File: src/rtl/multicycle_data_path_pkg.sv
// multicycle_data_path_pkg: opcodes, FSM state encoding and ALU control for the multi-cycle datapath.
// DP_BEQ_EN turns opcode 0100 into a compare-and-branch; otherwise it decodes as a NOP.
package multicycle_data_path_pkg;
    localparam logic [3:0] OP_ADD  = 4'h0;
    localparam logic [3:0] OP_ADDI = 4'h1;
    localparam logic [3:0] OP_LW   = 4'h2;
    localparam logic [3:0] OP_SW   = 4'h3;
    localparam logic [3:0] OP_BEQ  = 4'h4;
`ifdef DP_BEQ_EN
    localparam logic BEQ_EN = 1'b1;
`else
    localparam logic BEQ_EN = 1'b0;
`endif
    typedef enum logic [2:0] {S_FETCH, S_DECODE, S_EXEC, S_MEM, S_WB} state_t;
    typedef enum logic [1:0] {ALU_NONE, ALU_ADD, ALU_SUB, ALU_PASS} alu_ctl_t;
    typedef enum logic [1:0] {PC_HOLD, PC_INC, PC_BR} pc_sel_t;

    function automatic alu_ctl_t alu_ctl_of(input logic [3:0] op);
        return (op == OP_ADD || op == OP_ADDI) ? ALU_ADD :
               (op == OP_LW || op == OP_SW)    ? ALU_PASS :
               (BEQ_EN && op == OP_BEQ)        ? ALU_SUB : ALU_NONE;
    endfunction
endpackage

File: src/rtl/multicycle_data_path_if.sv
// multicycle_data_path_if: instruction ROM / data RAM handshakes plus datapath status outputs.
interface multicycle_data_path_if #(
    parameter int DATA_W  = 16,
    parameter int PC_W    = 8,
    parameter int DMEM_AW = 9
);
    logic              imem_req;
    logic [PC_W-1:0]   imem_addr;
    logic              imem_ready;
    logic [15:0]       imem_rdata;
    logic              dmem_req;
    logic              dmem_we;
    logic [DMEM_AW-1:0] dmem_addr;
    logic [DATA_W-1:0] dmem_wdata;
    logic              dmem_ready;
    logic [DATA_W-1:0] dmem_rdata;
    logic [3:0]        opcode;
    logic [DATA_W-1:0] alu_result;
    logic              overflow;
    logic              retire;

    modport master (
        output imem_req, imem_addr, dmem_req, dmem_we, dmem_addr, dmem_wdata,
               opcode, alu_result, overflow, retire,
        input  imem_ready, imem_rdata, dmem_ready, dmem_rdata
    );
    modport slave (
        input  imem_req, imem_addr, dmem_req, dmem_we, dmem_addr, dmem_wdata,
               opcode, alu_result, overflow, retire,
        output imem_ready, imem_rdata, dmem_ready, dmem_rdata
    );
endinterface

File: src/rtl/multicycle_data_path_ctrl.sv
// multicycle_data_path_ctrl: FETCH/DECODE/EXEC/MEM/WB sequencer emitting memory requests,
// register write enable, retire pulse and PC select.
module multicycle_data_path_ctrl
    import multicycle_data_path_pkg::*;
(
    input  logic       clk,
    input  logic       rst_n,
    input  logic       i_imem_ready,
    input  logic       i_dmem_ready,
    input  logic [3:0] i_op,
    input  logic       i_taken,
    output state_t     o_state,
    output logic       o_imem_req,
    output logic       o_dmem_req,
    output logic       o_dmem_we,
    output logic       o_reg_we,
    output logic       o_retire,
    output pc_sel_t    o_pc_sel
);
    state_t r_state, w_next;

    always_ff @(posedge clk or negedge rst_n) begin
        if (!rst_n) r_state <= S_FETCH;
        else        r_state <= w_next;
    end

    // imem_req is masked by rst_n so every output reads 0 while reset is held
    always_comb begin
        w_next     = r_state;
        o_imem_req = 1'b0;
        o_dmem_req = 1'b0;
        o_dmem_we  = 1'b0;
        o_reg_we   = 1'b0;
        o_retire   = 1'b0;
        o_pc_sel   = PC_HOLD;
        case (r_state)
            S_FETCH: begin
                o_imem_req = rst_n;
                w_next     = i_imem_ready ? S_DECODE : S_FETCH;
            end
            S_DECODE: w_next = S_EXEC;
            S_EXEC: begin
                w_next   = (i_op == OP_LW || i_op == OP_SW)    ? S_MEM :
                           (i_op == OP_ADD || i_op == OP_ADDI) ? S_WB : S_FETCH;
                o_retire = (w_next == S_FETCH);
                o_pc_sel = (w_next != S_FETCH) ? PC_HOLD : i_taken ? PC_BR : PC_INC;
            end
            S_MEM: begin
                o_dmem_req = 1'b1;
                o_dmem_we  = (i_op == OP_SW);
                if (i_dmem_ready) begin
                    w_next   = o_dmem_we ? S_FETCH : S_WB;
                    o_retire = o_dmem_we;
                    o_pc_sel = o_dmem_we ? PC_INC : PC_HOLD;
                end
            end
            S_WB: begin
                o_reg_we = 1'b1;
                o_retire = 1'b1;
                o_pc_sel = PC_INC;
                w_next   = S_FETCH;
            end
            default: w_next = S_FETCH;
        endcase
    end

    assign o_state = r_state;
endmodule

File: src/rtl/multicycle_data_path.sv
// multicycle_data_path: multi-cycle add/addi/lw/sw(/beq) datapath with stallable ROM/RAM handshakes.
// Define DP_BEQ_EN to execute opcode 0100 as BEQ; by default it retires as a NOP.
module multicycle_data_path
    import multicycle_data_path_pkg::*;
#(
    parameter int DATA_W  = 16,
    parameter int PC_W    = 8,
    parameter int DMEM_AW = 9
) (
    input  logic clk,
    input  logic rst_n,
    multicycle_data_path_if.master dp
);
    logic [15:0]       r_ir;
    logic [3:0]        r_op;
    logic [PC_W-1:0]   r_pc;
    logic [DATA_W-1:0] r_a, r_b, r_alu, r_ld;
    logic              r_ovf;
    logic [DATA_W-1:0] r_regs [8];
    state_t            w_state;
    pc_sel_t           w_pc_sel;
    alu_ctl_t          w_ctl;
    logic              w_reg_we, w_taken, w_ovf;
    logic [DATA_W-1:0] w_imm, w_opb, w_sum, w_alu;
    logic [PC_W-1:0]   w_off;

    multicycle_data_path_ctrl u_ctrl (
        .clk          (clk),
        .rst_n        (rst_n),
        .i_imem_ready (dp.imem_ready),
        .i_dmem_ready (dp.dmem_ready),
        .i_op         (r_op),
        .i_taken      (w_taken),
        .o_state      (w_state),
        .o_imem_req   (dp.imem_req),
        .o_dmem_req   (dp.dmem_req),
        .o_dmem_we    (dp.dmem_we),
        .o_reg_we     (w_reg_we),
        .o_retire     (dp.retire),
        .o_pc_sel     (w_pc_sel)
    );

    // BEQ reuses the subtract path; w_ctl is only ALU_SUB when the branch is enabled
    always_comb begin
        w_ctl   = alu_ctl_of(r_op);
        w_imm   = DATA_W'(r_ir[8:0]);
        w_opb   = (r_op == OP_ADD) ? r_b : w_imm;
        w_sum   = r_a + w_opb;
        w_ovf   = (r_a[DATA_W-1] == w_opb[DATA_W-1]) && (w_sum[DATA_W-1] != r_a[DATA_W-1]);
        w_alu   = (w_ctl == ALU_ADD)  ? w_sum :
                  (w_ctl == ALU_SUB)  ? r_a - r_b :
                  (w_ctl == ALU_PASS) ? w_imm : r_alu;
        w_taken = (w_ctl == ALU_SUB) && (r_a == r_b);
        w_off   = PC_W'($signed(r_ir[5:0]));
    end

    always_ff @(posedge clk or negedge rst_n) begin
        if (!rst_n) begin
            r_ir   <= '0;
            r_op   <= '0;
            r_pc   <= '0;
            r_a    <= '0;
            r_b    <= '0;
            r_alu  <= '0;
            r_ld   <= '0;
            r_ovf  <= 1'b0;
            r_regs <= '{default: '0};
        end else begin
            if (w_state == S_FETCH && dp.imem_ready) r_ir <= dp.imem_rdata;
            if (w_state == S_DECODE) begin
                r_op <= r_ir[15:12];
                r_a  <= r_regs[r_ir[11:9]];
                r_b  <= r_regs[r_ir[8:6]];
            end
            if (w_state == S_EXEC) r_alu <= w_alu;
            if (w_state == S_EXEC && w_ctl == ALU_ADD) r_ovf <= w_ovf;
            if (w_state == S_MEM && dp.dmem_ready) r_ld <= dp.dmem_rdata;
            if (w_reg_we) r_regs[r_ir[11:9]] <= (r_op == OP_LW) ? r_ld : r_alu;
            r_pc <= (w_pc_sel == PC_BR)  ? r_pc + w_off :
                    (w_pc_sel == PC_INC) ? r_pc + PC_W'(1) : r_pc;
        end
    end

    assign dp.imem_addr  = r_pc;
    assign dp.dmem_addr  = r_ir[DMEM_AW-1:0];
    assign dp.dmem_wdata = r_a;
    assign dp.opcode     = r_op;
    assign dp.alu_result = r_alu;
    assign dp.overflow   = r_ovf;
endmodule
File: src/flat_wrapper.sv
// flat-port wrapper written by rule: the top's interface ports become plain ports
module multicycle_data_path_flat import multicycle_data_path_pkg::*;
#(
    parameter int DATA_W  = 16,
    parameter int PC_W    = 8,
    parameter int DMEM_AW = 9
)
  (clk, rst_n, dp_imem_req, dp_imem_addr, dp_dmem_req, dp_dmem_we, dp_dmem_addr, dp_dmem_wdata, dp_opcode, dp_alu_result, dp_overflow, dp_retire, dp_imem_ready, dp_imem_rdata, dp_dmem_ready, dp_dmem_rdata);
  multicycle_data_path_if #(.DATA_W(DATA_W), .PC_W(PC_W), .DMEM_AW(DMEM_AW)) dp_i ();
  input  logic clk;
  input  logic rst_n;
  output wire logic [$bits(dp_i.imem_req)-1:0] dp_imem_req;
  output wire logic [$bits(dp_i.imem_addr)-1:0] dp_imem_addr;
  output wire logic [$bits(dp_i.dmem_req)-1:0] dp_dmem_req;
  output wire logic [$bits(dp_i.dmem_we)-1:0] dp_dmem_we;
  output wire logic [$bits(dp_i.dmem_addr)-1:0] dp_dmem_addr;
  output wire logic [$bits(dp_i.dmem_wdata)-1:0] dp_dmem_wdata;
  output wire logic [$bits(dp_i.opcode)-1:0] dp_opcode;
  output wire logic [$bits(dp_i.alu_result)-1:0] dp_alu_result;
  output wire logic [$bits(dp_i.overflow)-1:0] dp_overflow;
  output wire logic [$bits(dp_i.retire)-1:0] dp_retire;
  input wire logic [$bits(dp_i.imem_ready)-1:0] dp_imem_ready;
  input wire logic [$bits(dp_i.imem_rdata)-1:0] dp_imem_rdata;
  input wire logic [$bits(dp_i.dmem_ready)-1:0] dp_dmem_ready;
  input wire logic [$bits(dp_i.dmem_rdata)-1:0] dp_dmem_rdata;
  assign dp_imem_req = dp_i.imem_req;
  assign dp_imem_addr = dp_i.imem_addr;
  assign dp_dmem_req = dp_i.dmem_req;
  assign dp_dmem_we = dp_i.dmem_we;
  assign dp_dmem_addr = dp_i.dmem_addr;
  assign dp_dmem_wdata = dp_i.dmem_wdata;
  assign dp_opcode = dp_i.opcode;
  assign dp_alu_result = dp_i.alu_result;
  assign dp_overflow = dp_i.overflow;
  assign dp_retire = dp_i.retire;
  assign dp_i.imem_ready = dp_imem_ready;
  assign dp_i.imem_rdata = dp_imem_rdata;
  assign dp_i.dmem_ready = dp_dmem_ready;
  assign dp_i.dmem_rdata = dp_dmem_rdata;
  multicycle_data_path #(.DATA_W(DATA_W), .PC_W(PC_W), .DMEM_AW(DMEM_AW)) u_core (.clk(clk), .rst_n(rst_n), .dp(dp_i));
endmodule
File: config.mk
export PLATFORM = sky130hd
export DESIGN_NAME = multicycle_data_path_flat
export DESIGN_NICKNAME = d
export VERILOG_FILES = /design/src/rtl/multicycle_data_path_pkg.sv /design/src/rtl/multicycle_data_path_if.sv /design/src/rtl/multicycle_data_path_ctrl.sv /design/src/rtl/multicycle_data_path.sv /design/src/flat_wrapper.sv
export SDC_FILE = /design/constraint.sdc
export NUM_CORES = 1
export LEC_CHECK = 0
export CAP_MARGIN = 5
export CORE_MARGIN = 10
export CORE_UTILIZATION = 47
export DETAILED_ROUTE_END_ITERATION = 8
export DONT_BUFFER_PORTS = 1
export MAX_ROUTING_LAYER = met4
export PLACE_DENSITY = 0.61
export SLEW_MARGIN = 20
export SYNTH_ARGS = -nofsm -noshare
export SYNTH_HDL_FRONTEND = slang
export SYNTH_HIERARCHICAL = 1
export SYNTH_SLANG_ARGS = --single-unit
File: constraint.sdc
create_clock -name clk -period 7.5 [get_ports clk]
set_input_delay 1.5 -clock clk [delete_from_list [all_inputs] [get_ports clk]]
set_output_delay 1.5 -clock clk [all_outputs]
set_load 0.01 [all_outputs]
==> results_dict.tcl, run 1 <==
set metrics [dict create \
    fmax_mhz 258 \
    port_buffers 0 \
    ys_types 58 \
    clkPwrFrac_pct 19.3 \
    final.setup.worst_slack_ns 3.62 \
    cts_htree_levels 1 \
    die_area_mm2 0.0312 \
    via_count 7907 \
    cts_buffers 25 \
    grtUsageTotal_pct 19.2 \
    regArea_mm2 0.00561 \
    final_area_mm2 0.0126 \
    tns_ns 0 \
    grt_pass1_vias 7824 \
    switchingPower_w 0.00242 \
    p_comb_share_pct 42.8 \
    finalCriticalPeriod_ns 3.88 \
    clk_pin_slew_worst_paths_ns 0.06 \
    grt_pass1_wl_mm 46.0 \
    syn_to_final_growth_pct 9.03 \
    cts-root-buf "clkbuf_16" \
    slew_viol_final 0 \
    power-per-cell-area_mw_per_mm2 478 \
    cts_setup_buffers 0 \
    rsz0062_at_grt "false" \
    maxCapViolCount 0 \
    fp.dieW_um 177 \
    ys_seq_area_share_pct 48.5 \
    syn_inst 1042 \
    post_cts_resized 0 \
    cp-end-kind "flop" \
    async_flop_share_pct 100 \
    multi_input_area_mm2 0.00562 \
    holdBufCountCts 0 \
    place.gp.congestion 0.903 \
    fin_nets 1079 \
    ys.flop_type "dfrtp_1" \
    die_y_um 177 \
    post-dp-hpwl_mm 20.1 \
    grt_overflow 0 \
    cts_tree "built" \
    ys.warnings.count 6 \
    cts_sinks 224 \
    core_area_mm2 0.0242 \
    arrival_ns 4.34 \
    finClkSkew_ns 0.00597 \
    cp_max_fo 16 \
    setup_violations 0 \
    startpoint_type "flop" \
    ant_nets 0 \
    drive_gt1_share_pct 16.3 \
    place_ws_ns 3.66 \
    wl_per_cell_um 21.5 \
    ir_worst_vdd_mv 0.216 \
    hold_viol 0 \
    num_rows 57 \
    switching_share_pct 40.2 \
    syn_area_per_cell_um2 11.1 \
    routed_wirelength_mm 29.2 \
    min_path_type "flop to flop" \
    initial_core_util_pct 47.6 \
    critPathKind "flop to flop" \
    synth_edf_count 0 \
    n_fill_cell 2079 \
    ys_ff_latch 224 \
    drtIter0Drc 650 \
    timing.final.crit_share_pct 51.8 \
    netlist_area_mm2 0.0115 \
    placed_cell_area_mm2 0.0118 \
    clk-insertion-delay-late_ns 0.52 \
    slew_headroom_pct 25.3 \
    viasPerCell 5.83 \
    tightest_slew_ns 1.09 \
    seq_power_share_pct 37.9 \
    grt_max_degree 226 \
    p_leak_nw 5.41 \
    io_pins 94 \
    internal_power_w 0.00360 \
    worstPathRequired_ns 7.96 \
    ctsLongestPathBuffers 3 \
    antenna_found_initial 3 \
    status "completed" \
    drt_pass1_iterations 5 \
    drcViolationCount 0 \
]
[worst max-delay path, stage by stage, from the launching register on]
cell	delay [ns]
dfrtp_1	0.56
nor4_4	0.95
mux2_2	0.42
ha_1	0.35
a21o_1	0.19
a21oi_1	0.24
nand2_1	0.18
a221oi_2	0.46
mux2_2	0.39
nand3_1	0.08
[kinds of logic after synthesis]
group / Yosys count / synth area share (%)
muxes: 163 / 21.6
adders and majority gates: 26 / 2.95
and+or+nand+nor: 288 / 11.4
xor gates and xnor gates: 14 / 1.06
DFF: 224 / 48.5
AOI/OAI and AO/OA: 242 / 11.2
buffers and inverters: 84 / 3.26
other: 1 / 0.0325
[path summary, 6_finish.rpt]
kind | startpoint | end | slack [ns] | cells past startpoint
max | u_core/dp.opcode[1] | u_core/dp.alu_result[15] | 3.62 | 9
min | u_core/r_ir[12] | u_core/r_ir[12] | 0.49 | 1
max reg2reg | u_core/dp.opcode[1] | u_core/dp.alu_result[15] | 3.62 | 9
min reg2reg | u_core/r_ir[12] | u_core/r_ir[12] | 0.49 | 1
max in group asynchronous | rst_n | u_core/r_ir[10] | 6.44 | 0
min in group asynchronous | rst_n | u_core/dp.imem_addr[4] | 0.68 | 0
[metrics by stage]
stage	instances	hold WS [ns]	total power [W]	utilization [%]
6_report	1357	0.487	0.00602	51.9
5_1_grt	1357	0.498	0.00645	51.9
4_1_cts	1354	0.488	0.00604	51.9
3_5_place_dp	1314	0.475	0.00486	48.7
3_3_place_gp	1314	0.470	0.00480	48.7
2_1_floorplan	1043	0.452	0.00418	-
[cells in the mapped netlist (all sizes together) (10+ instances only)]
library cell    n  share of area (%)
nor3           12               0.56
dfrtp         224                 49
mux4           64                 12
nand2         103                3.3
mux2i          52                4.5
buf            28                1.4
a21oi         121                5.2
ha             24                2.6
mux2           47                4.6
o21ai          94                4.1
xor2           10               0.76
nor2          111                3.6
inv            12               0.39
and2           14               0.78
clkbuf         44                1.4
[flip-flops by register name (all words and copies together) (netlist names), 4 cells and up]
signal / count
u_core/r_regs: 128
u_core/dp.alu_result: 16
u_core/dp.dmem_wdata: 16
u_core/r_b: 16
u_core/r_ir: 16
u_core/r_ld: 16
u_core/dp.imem_addr: 8
u_core/dp.opcode: 4
[routing by layer]
metal	global-route usage [%]	wire length (µm)	vias up
li1	-	-	3716
met1	24.9	12700	3947
met2	30.1	13800	215
met3	4.76	2270	29
met4	3.89	429	0
met5	-	0	-
[power groups by stage]
stage	combinational [W]	clock, W	sequential (W)
final	0.00257	0.00116	0.00228
after global routing	0.00285	0.00123	0.00236
after CTS	0.00256	0.00119	0.00229
after detailed placement	0.00255	0	0.00231
after global placement	0.00251	0	0.00229
after floorplan	0.00210	0	0.00208
[cell type report]
cell class,count,share of cell area [%]
Clock inverter,5,0.427
Timing Repair Buffer,19,1.13
Antenna cell,3,0.0596
Inverter,12,0.358
Clock buffer,35,5.66
Tap cell,324,3.22
Sequential cell,224,44.5
Multi-Input combinational cell,735,44.6
[placed cells by master, fill, tap and decap left out, types with 10 or more instances in the layout]
cell / count
mux4_2: 64
nand2_1: 103
mux2_1: 14
dfrtp_1: 222
mux2_2: 33
and2_1: 13
inv_1: 12
o21ai_1: 83
a21oi_1: 121
buf_4: 19
o21ai_0: 11
xor2_1: 10
clkbuf_16: 25
nor2_1: 111
ha_1: 24
mux2i_1: 52
(Power assumes the default switching activity.)
==> run 2: changes to the inputs <==
clock period = 3.92 ns   (was 7.5 ns; I/O delays follow)
==> results_dict.tcl, run 2 (synthesis gave the netlist of run 1 again) <==
set metrics [dict create \
    post_cts_resized 0 \
    timing.final.crit_share_pct 87.1 \
    tightest_slew_ns 1.06 \
    ctsLongestPathBuffers 3 \
    drt_pass1_iterations 5 \
    layout_commonest_cell "dfrtp_1" \
    drcViolationCount 0 \
    p_leak_nw 5.50 \
    cp_max_fo 16 \
    placed_cell_area_mm2 0.0119 \
    die_area_mm2 0.0312 \
    cts_buffers 25 \
    ir_worst_vdd_mv 0.441 \
    power-per-cell-area_mw_per_mm2 921 \
    rsz0062_at_grt "false" \
    via_count 7909 \
    maxCapViolCount 0 \
    worstPathRequired_ns 4.39 \
    cts_sinks 224 \
    clk_pin_slew_worst_paths_ns 0.06 \
    antenna_found_initial 3 \
    clk-insertion-delay-late_ns 0.53 \
    drtIter0Drc 733 \
    viasPerCell 5.77 \
    finalPower_w 0.0117 \
    finClkSkew_ns 0.0126 \
    largest_register_ffs 128 \
    initial_core_util_pct 47.6 \
    mostFrequentLayoutCells "dfrtp_1, a21oi_1, nor2_1" \
    wl_per_cell_um 21.2 \
    cp-end-kind "flop" \
    hold_viol 21 \
    setup_violations 0 \
    die_y_um 177 \
    place.gp.congestion 0.841 \
    core_area_mm2 0.0242 \
    syn_to_final_growth_pct 10.4 \
    reg2reg_from "u_core/dp.opcode[3]" \
    reg2reg_depth 10 \
    final_area_mm2 0.0128 \
    arrival_ns 3.88 \
    grtUsageTotal_pct 19.1 \
    min_path_type "primary input to asynchronous set/reset pin" \
    grt_overflow 0 \
    fp.dieW_um 177 \
    io_pins 94 \
    tns_ns 0 \
    slew_headroom_pct 27.2 \
    cts_setup_buffers 0 \
    routed_wirelength_mm 29.1 \
    finalCriticalPeriod_ns 3.41 \
    grt_pass1_wl_mm 46.1 \
    num_rows 57 \
    cp-startpoint "u_core/dp.opcode[3]" \
    fin_nets 1087 \
    cts_htree_levels 1 \
    drive_gt1_share_pct 17.9 \
    grt_pass1_vias 7949 \
    post-dp-hpwl_mm 20.3 \
    cts-root-buf "clkbuf_16" \
    whs_ns -0.0448 \
    critPathKind "flop to flop" \
    grt_max_degree 226 \
    ant_nets 0 \
    violations "negative hold slack" \
    slew_viol_final 0 \
    fmax_mhz 293 \
    port_buffers 0 \
    status "finished with violations" \
    startpoint_type "flop" \
    regMostFlops "u_core/r_regs" \
    cts_tree "built" \
]
-- run 2: cell types whose count changed in the layout (fill, tap and decap cells not counted), sizes merged --
| cell | previous run | this run |
|---|---|---|
| buf | 19 | 27 |
| bufinv | 1 | 3 |
| clkbuf | 35 | 32 |
| inv | 13 | 14 |
| clkinv | 3 | 9 |
-- run 2: worst paths after layout --
path,endpoint,slack (ns)
worst min-delay path,u_core/dp.imem_addr[4],-0.04
worst max register to register,u_core/dp.alu_result[15],0.51
worst min register to register,u_core/r_ir[14],0.49
worst max-delay path,u_core/dp.alu_result[15],0.51
min in group clk,u_core/r_ir[14],0.40
max in group asynchronous,u_core/r_ir[10],3.58
-- run 2: power by group --
group          switching, W  leakage (nW)  internal [W]
logic               0.00259          2.18       0.00228
clock network      0.000959         0.441       0.00148
registers           0.00114          2.88       0.00330
-- run 2: area by class of cell --
cell class	count	area, µm²
fill	2103	11500
multi-input combinational	735	5620
sequential	224	5610
clock buffer	32	712
tap	324	405
timing repair buffer	27	203
clock inverter	14	155
inverter	12	45.0
antenna	3	7.51
-- run 2: per-layer routing --
layer,up-vias,GRT usage [%],wire length (µm),share of wire (%)
li1,3738,-,-,-
met1,3943,25.3,13100,45
met2,184,29.4,13600,47
met3,44,3.54,1790,6.1
met4,0,5.57,710,2.4
met5,-,-,0,0
-- run 2: stage by stage --
step	setup WS, ns	util (%)	hold slack (ns)	cells
2_1_floorplan	0.578	-	0.452	1043
3_3_place_gp	0.599	49.0	0.467	1322
3_5_place_dp	0.537	49.0	0.478	1322
4_1_cts	0.506	52.5	-0.0579	1368
5_1_grt	0.267	52.6	-0.0620	1371
6_report	0.505	52.6	-0.0448	1371
-- run 2: worst max-delay path: stages (launching register included) --
cell and delay (ns):
dfrtp_1 0.54, nor4_4 0.27, buf_4 0.26, mux2_2 0.36, ha_1 0.35, a21o_1 0.18
a21oi_1 0.26, nand2_1 0.17, a221oi_2 0.49, mux2_2 0.39, nand3_1 0.07
==> RTL edit: new RTL, flow settings as in run 2 <==
`DATA_W` is set to 16 in 3 places; all go to 24.
--- a/src/rtl/multicycle_data_path_if.sv
+++ b/src/rtl/multicycle_data_path_if.sv
@@ -1,5 +1,5 @@
 // multicycle_data_path_if: instruction ROM / data RAM handshakes plus datapath status outputs.
 interface multicycle_data_path_if #(
-    parameter int DATA_W  = 16,
+    parameter int DATA_W  = 24,
     parameter int PC_W    = 8,
     parameter int DMEM_AW = 9
--- a/src/rtl/multicycle_data_path.sv
+++ b/src/rtl/multicycle_data_path.sv
@@ -4,5 +4,5 @@
     import multicycle_data_path_pkg::*;
 #(
-    parameter int DATA_W  = 16,
+    parameter int DATA_W  = 24,
     parameter int PC_W    = 8,
     parameter int DMEM_AW = 9
--- a/src/flat_wrapper.sv
+++ b/src/flat_wrapper.sv
@@ -2,5 +2,5 @@
 module multicycle_data_path_flat import multicycle_data_path_pkg::*;
 #(
-    parameter int DATA_W  = 16,
+    parameter int DATA_W  = 24,
     parameter int PC_W    = 8,
     parameter int DMEM_AW = 9
Interface: changed (resized dp_alu_result, dp_dmem_rdata and dp_dmem_wdata); port bits go from 94 to 118. No check against the original RTL was run, so the function may have changed too.
==> RTL edit against run 2 <==
  * Setup slack worse by 0.19 ns
  * Non-clock buffer count is 8 higher
  * Routed wire length is 49% higher
  * Global-route usage is 1.3 points higher
  * Clock power is 46% higher
  * Die area is 37% higher
  * Cell area is 43% higher
  * Synthesized area is 42% higher
  * Sequential cell count is 96 higher
  * Power is 41% higher
  * Critical path type unchanged
==> RTL edit: results (changes against run 2) <==
* Minimum setup slack among reg-to-reg paths at 0.32 ns (-0.19 ns)
* Global-route wire length before repair at 65900 um (+43%)
* CTS H-tree lvls at 2 (+1)
* Wire per inst at 22.6 um (+6.2%)
* All-layer global routing usage at 20.3% (+1.3 points)
* Yosys cell types at 62 (+6.9%)
* Highest cell delay on the worst timing path at 0.48 ns (-0.06 ns)
* Biggest area contributors in the synthesized netlist: sky130_fd_sc_hd__dfrtp_1, sky130_fd_sc_hd__mux4_2, sky130_fd_sc_hd__a21oi_1
* Run status: complete, no violations
* Most used standard cells in the synthesized netlist: sky130_fd_sc_hd__dfrtp_1, sky130_fd_sc_hd__a21oi_1, sky130_fd_sc_hd__nor2_1, sky130_fd_sc_hd__nand2_1, sky130_fd_sc_hd__o21ai_0
* Routability Congestion at 0.908 (+8.0%)
* Largest net degree at the start of global routing at 322 (+42%)
* Total via count after detailed routing at 11296 (+43%)
* Cts bufs inserted at 37 (+48%)
* First-pass iteration count of the detailed router at 5 (unchanged)
* Fin nets at 1511 (+39%)
* R2R Path Start: u_core/dp.opcode[0]$_DFFE_PN0N_
* Max reg flops at 192 (+50%)
* First DRT Iteration DRCs at 814 (+11%)
* Leakage power at 7.90 nW (+43%)
* Fill cell count at 2988 (+42%)
* Count of cells along the worst register-to-register path at 12 (+2)
* Post-DP HPWL at 28700 um (+41%)
* Fraction of layout cells with a size suffix above 1 at 18.9% (+0.95 points)
* Antenna Diode Count at 0 (-3)
* Type of the worst min-delay path: input pin to asynchronous set/reset pin
* Number of antenna violations at the first check in global routing at 1 (-2)
* Smallest hold slack at 0.101 ns (+0.146 ns)
* Biggest fanout along the worst timing path at 26 (+10)
* Proportion of synthesized chip area in sequential cells at 48.8% (+0.22 points)
-- RTL edit: cell count changes in the layout (fill, tap and decap cells not counted), sizes merged, moves of 5 or more --
| cell | change |
|---|---|
| dfrtp | +96 |
| a21oi | +54 |
| nor2 | +47 |
| nand2 | +42 |
| o21ai | +36 |
| mux4 | +32 |
| mux2i | +29 |
| clkbuf | +25 |
| buf | +8 |
| ha | +7 |
| mux2 | +7 |
| a21o | +6 |
| xor2 | +6 |
| xnor2 | +5 |
-- RTL edit: layout make-up --
class	count	area share [%]
clock inverter	11	0.756
multi-input combinational	1028	43.6
inverter	12	0.247
sequential	320	44.0
timing repair buffer	35	1.98
clock buffer	57	6.28
tap	455	3.13
-- RTL edit: worst max-delay path by stage --
stage | from | to | slack (ns) | cells past startpoint
after global routing | u_core/dp.opcode[0]$_DFFE_PN0N_ | u_core/dp.alu_result[22]$_DFFE_PN0P_ | 0.12 | 12
after detailed placement | u_core/dp.opcode[0]$_DFFE_PN0N_ | u_core/dp.alu_result[22]$_DFFE_PN0P_ | 0.35 | 12
after CTS | u_core/dp.opcode[0]$_DFFE_PN0N_ | u_core/dp.alu_result[22]$_DFFE_PN0P_ | 0.33 | 12
after floorplan | u_core/dp.opcode[1]$_DFFE_PN0N_ | u_core/dp.alu_result[22]$_DFFE_PN0P_ | 0.27 | 13
final | u_core/dp.opcode[0]$_DFFE_PN0N_ | u_core/dp.alu_result[22]$_DFFE_PN0P_ | 0.32 | 12
after global placement | u_core/dp.opcode[0]$_DFFE_PN0N_ | u_core/dp.alu_result[18]$_DFFE_PN0P_ | 0.39 | 12
-- RTL edit: cell families after synthesis --
kind of cell	after synthesis	share of synthesized area, %
muxes	231	21.8
other	1	0.0228
AOI/OAI and AO/OA	352	11.9
xor gates and xnor gates	25	1.33
DFF	320	48.8
buffers and inverters	124	3.28
and+or+nand+nor	385	10.3
adders and majority gates	33	2.61
-- RTL edit: layer usage --
metal / GRT usage [%] / routed length, um / up-vias
met5: - / 0 / -
met4: 3.75 / 587 / 0
met3: 5.02 / 3270 / 41
met2: 29.7 / 19400 / 298
met1: 28.6 / 20000 / 5737
li1: - / - / 5220
-- RTL edit: stage by stage --
stage	area [um^2]	std cells	util [%]	power (mW)
after floorplan	16400	1472	-	11.1
after global placement	16800	1846	48.7	12.8
after detailed placement	16800	1846	48.7	13.0
after CTS	18100	1914	52.4	16.6
after global routing	18200	1918	52.7	17.8
final	18200	1918	52.7	16.6
-- RTL edit: report_power, final --
group | total, mW | switching [mW] | internal [mW]
sequential | 6.31 | 1.63 | 4.68
combinational | 6.73 | 3.58 | 3.15
clock | 3.57 | 1.36 | 2.21
total | 16.6 | 6.57 | 10.0
